--- config.mk ---
export PLATFORM = sky130hd
export DESIGN_NAME = pattern_det_sched
export DESIGN_NICKNAME = d
export VERILOG_FILES = /design/src/rtl/pattern_det_sched.sv
export SDC_FILE = /design/constraint.sdc
export NUM_CORES = 1
export LEC_CHECK = 0
export BUFFER_PORTS_ARGS = -buffer_cell sky130_fd_sc_hd__buf_2
export CAP_MARGIN = 20
export CORE_MARGIN = 10
export CORE_UTILIZATION = 35
export DETAILED_ROUTE_END_ITERATION = 12
export PLACE_DENSITY_LB_ADDON = 0.2
export SLEW_MARGIN = 10
export SYNTH_ARGS = -nofsm -noshare
export SYNTH_HDL_FRONTEND = slang
export SYNTH_SLANG_ARGS = --single-unit
--- constraint.sdc ---
create_clock -name clk -period 4.1 [get_ports clk]
set_input_delay 0.41 -clock clk [delete_from_list [all_inputs] [get_ports clk]]
set_output_delay 0.41 -clock clk [all_outputs]
set_load 0.02 [all_outputs]
--- src/rtl/pattern_det_sched.sv ---
// Round-robin scheduler that time-shares one serial BBCBC detector step across N_CH streams.
// Define PDS_HIT_COUNT_EN to add per-channel saturating hit counters (cnt_sel_i / cnt_o).
module pattern_det_sched #(
  parameter int N_CH = 4,
  parameter int CH_W = 2,
  parameter int SW   = 3
) (
  input  logic            clk,
  input  logic            rst,
  input  logic            en_i,
  input  logic [N_CH-1:0] req_i,
  input  logic [N_CH-1:0] d_i,
  input  logic [N_CH-1:0] clear_i,
  output logic [N_CH-1:0] gnt_o,
  output logic            det_valid_o,
  output logic            det_d_o,
  output logic [SW-1:0]   det_ctx_o,
  output logic [CH_W-1:0] det_ch_o,
  input  logic [SW-1:0]   det_next_i,
  input  logic            det_hit_i,
`ifdef PDS_HIT_COUNT_EN
  input  logic [CH_W-1:0] cnt_sel_i,
  output logic [7:0]      cnt_o,
`endif
  output logic [N_CH-1:0] hit_o
);

  logic [SW-1:0]   ctx [N_CH];
  logic [CH_W-1:0] rr_ptr;

  logic [N_CH-1:0] elig_p0;
  logic            found_p0;
  logic [CH_W-1:0] win_p0;
  logic [CH_W-1:0] idx_p0;

  // ---- stage p0: eligibility, round-robin search, detector operand mux ----
  always_comb begin
    elig_p0  = (en_i && rst) ? (req_i & ~clear_i) : '0;
    found_p0 = 1'b0;
    win_p0   = '0;
    idx_p0   = '0;
    for (int i = 0; i < N_CH; i++) begin
      idx_p0 = CH_W'((int'(rr_ptr) + i) % N_CH);
      if (!found_p0 && elig_p0[idx_p0]) begin
        found_p0 = 1'b1;
        win_p0   = idx_p0;
      end
    end
    gnt_o = '0;
    if (found_p0) gnt_o[win_p0] = 1'b1;
    det_valid_o = found_p0;
    det_d_o     = found_p0 ? d_i[win_p0] : 1'b0;
    det_ctx_o   = found_p0 ? ctx[win_p0] : '0;
    det_ch_o    = win_p0;
  end

  // ---- stage p1: commit detector result into context, pointer and hit pulse ----
  always_ff @(posedge clk) begin
    if (!rst) begin
      rr_ptr <= '0;
      hit_o  <= '0;
      for (int k = 0; k < N_CH; k++) ctx[k] <= '0;
    end else begin
      hit_o <= '0;
      if (found_p0) begin
        ctx[win_p0]   <= det_next_i;
        hit_o[win_p0] <= det_hit_i;
        rr_ptr        <= (win_p0 == CH_W'(N_CH - 1)) ? '0 : win_p0 + 1'b1;
      end
      // Cleared channels are never granted, so this cannot collide with the commit above.
      for (int k = 0; k < N_CH; k++)
        if (clear_i[k]) ctx[k] <= '0;
    end
  end

`ifdef PDS_HIT_COUNT_EN
  logic [7:0] cnt [N_CH];

  function automatic logic [7:0] sat_inc(input logic [7:0] v);
    return (v == 8'hFF) ? v : v + 8'd1;
  endfunction

  // ---- stage p2: hit counters follow the registered hit pulse ----
  always_ff @(posedge clk) begin
    if (!rst) begin
      for (int k = 0; k < N_CH; k++) cnt[k] <= '0;
    end else begin
      for (int k = 0; k < N_CH; k++) begin
        if (clear_i[k])    cnt[k] <= '0;
        else if (hit_o[k]) cnt[k] <= sat_inc(cnt[k]);
      end
    end
  end

  assign cnt_o = cnt[cnt_sel_i];
`endif

endmodule

==> impl_metrics.toml <==
[outcome]
status = "finished clean"

[timing]
maxSlewViolCount = 0
finalHoldViolCount = 0
slew_headroom_pct = 49.4
worst_clock_skew_ns = 0.00863
rsz0062_at_grt = "false"
max_freq_mhz = 381
worst_slew_pin_slew_ns = 0.757
post-route-period-util_pct = 64.1
fin_crit_ns = 2.63
fin_setup_tns_ns = 0
finalSetupViolCount = 0

[synthesis]
synth.area.mux_share_pct = 10.0
synth.distinct_cells = 28
syn_nets = 109
yosysSeqAreaShare_pct = 47.4
avgSynthCellArea_sq_um = 11.8
synth_xor_area_share_pct = 0
synth_compound_area_share_pct = 7.53
syn_inst = 86
synth_top_family_by_area = "simple AND/OR/NAND/NOR gates"
synth-seq-cells = 18
ys_warn_count = 0
synthAdderAreaFrac_pct = 4.94
synth_area_sq_um = 1010
synthSimpleGateAreaFrac_pct = 25.1

[floorplanning]
num_rows = 19
die_area_sq_um = 5450
placeableCoreArea_sq_um = 2760
die_w_um = 73.8
chipHeight_um = 73.8
io_pins = 34
start_util_pct = 36.8

[cts]
htree_levels = 1
cts_resized = 0
postCtsSetupBuffers = 0
path_clk_slew_ns = 0.10
cts_buffers = 3
insertion_delay_ns = 0.28
cts_hold_buf = 0
cts_tree = "done"
clock_sinks = 18
root_buffer = "clkbuf_4"
cts.path.max_buffers = 2

[cells_and_area]
stdcell_count = 150
antenna_cells = 0
drive_gt1_share_pct = 34.5
fin_nets = 143
syn_to_final_growth_pct = 20.1

[min_path]
holdPathEnd = "hit_o[2]"
min_delay_path_depth = 2
min-delay-start = "det_hit_i"
holdCritPathClass = "input pin to register"

[setup_path]
worstPathMaxFanout = 12
critPathLaunch = "rst"
ff2ff_path_depth = 7
start_kind = "input pin"
cp.arrival_ns = 2.22
end_kind = "output pin"
worst_r2r_startpoint = "rr_ptr[1]"
rr_endpoint = "ctx[3][0]"
r2r_slack_ns = 1.69
path_class = "input pin to output pin"
required_ns = 3.69

[detailed_routing]
vias = 780
drc_errors = 0
drtAntennaViolNets = 0
wl_per_cell_um = 15.7
drt_iter0_markers = 12
drt_first_pass_iters = 4
drt_wl_total_um = 2360
via_per_inst = 5.20

[place]
gp_congestion = 0.750
dp.cells = 146
dpl.hpwl_um = 1980
port_buffers = 33

[grt]
grt_pass1_wl_um = 3790
grt_overflow = 0
grt_pass1_vias = 829
grtUsageTotal_pct = 8.85
grt_start_max_net_pins = 25
antenna_found_initial = 0

[power]
peakVddDrop_v = 0.000169
power.total_mw = 0.381
p_per_area_nw_per_um2 = 313
p_leak_nw = 0.667

[flow_run]
cap_violations = 0
[layer usage]
layer	vias up	wire length [um]	part of all wire [%]	track usage, %
met2	22	1140	48	15.0
met4	0	19	0.81	3.11
met3	2	184	7.8	3.36
met1	358	1010	43	9.84
met5	-	0	0	0
li1	398	-	-	-
[where the power goes]
part	internal, mW	switching, mW
clock network	0.0540	0.0497
logic	0.0288	0.0420
registers	0.203	0.00358
total	0.286	0.0953
[layout make-up]
cell class | count | area (sq um)
Clock buffer | 4 | 36.3
Inverter | 2 | 7.51
Sequential cell | 18 | 480
Multi-Input combinational cell | 61 | 482
Fill cell | 278 | 1540
Tap cell | 31 | 38.8
Timing Repair Buffer | 34 | 173
[cells in the mapped netlist]
library cell / n / area (sq um)
a211oi_1: 1 / 7.51
and3_1: 16 / 100
or3b_1: 4 / 35.0
and4b_1: 1 / 10.0
nand4b_1: 3 / 26.3
nor2_1: 1 / 3.75
and2_1: 4 / 25.0
edfxtp_1: 12 / 360
buf_2: 2 / 10.0
nand4_1: 1 / 6.26
o22ai_1: 5 / 31.3
o211a_1: 1 / 10.0
inv_1: 2 / 7.51
or3_1: 1 / 6.26
o31ai_1: 1 / 7.51
o21a_1: 1 / 7.51
mux2_2: 1 / 11.3
and4b_2: 1 / 11.3
nor2b_1: 1 / 6.26
o21ai_0: 1 / 5.00
nor3_1: 1 / 5.00
nand4b_2: 1 / 15.0
a21boi_0: 1 / 7.51
nand2_1: 1 / 3.75
buf_6: 3 / 33.8
mux2i_1: 9 / 90.1
ha_1: 4 / 50.1
dfxtp_1: 6 / 120
[stage by stage]
| stage | instance area (sq um) | utilization (%) | hold WS (ns) | setup slack, ns |
|---|---|---|---|---|
| 2_1_floorplan | 1010 | - | 0.511 | 1.59 |
| 3_3_place_gp | 1180 | 42.8 | 0.550 | 1.44 |
| 3_5_place_dp | 1180 | 42.8 | 0.548 | 1.34 |
| 4_1_cts | 1220 | 44.1 | 0.406 | 1.47 |
| 5_1_grt | 1220 | 44.1 | 0.406 | 1.23 |
| 6_report | 1220 | 44.1 | 0.418 | 1.47 |
[sequential cells by signal, summed over array words and instances, names as in the netlist]
| register | cells |
|---|---|
| rr_ptr | 2 |
| ctx | 12 |
| hit_o | 4 |
[cell families after synthesis]
kind of cell / Yosys count
multiplexers: 10
flip-flops: 18
adder cells (fa/ha/maj): 4
AND/OR/NAND/NOR: 36
AO/OA/AOI/OAI: 11
buffers and inverters: 7
[cells in the final DEF (no fill, tap or decap), types with 2 or more instances in the layout]
cell,Yosys,routed
edfxtp_1,12,12
inv_1,2,2
dfxtp_1,6,6
and3_1,16,16
o22ai_1,5,5
nand4b_1,3,3
or3b_1,4,4
mux2i_1,9,9
buf_2,2,33
ha_1,4,4
and2_1,4,4
clkbuf_4,0,3
[worst max-delay path by stage]
stage | end | cells after the start
floorplan | ctx[1][0] | 9
global placement | ctx[3][0] | 9
detailed placement | ctx[3][0] | 9
CTS | gnt_o[3] | 9
global route | gnt_o[3] | 9
finish | gnt_o[3] | 9
[worst max-delay path: stages]
cell,delay (ns)
buf_2,0.19
nand4b_1,0.21
mux2_2,0.32
nor2_1,0.11
or3_1,0.29
inv_1,0.12
ha_1,0.26
and2_1,0.15
buf_2,0.16
Note: power is estimated with default switching activity, not from simulation.
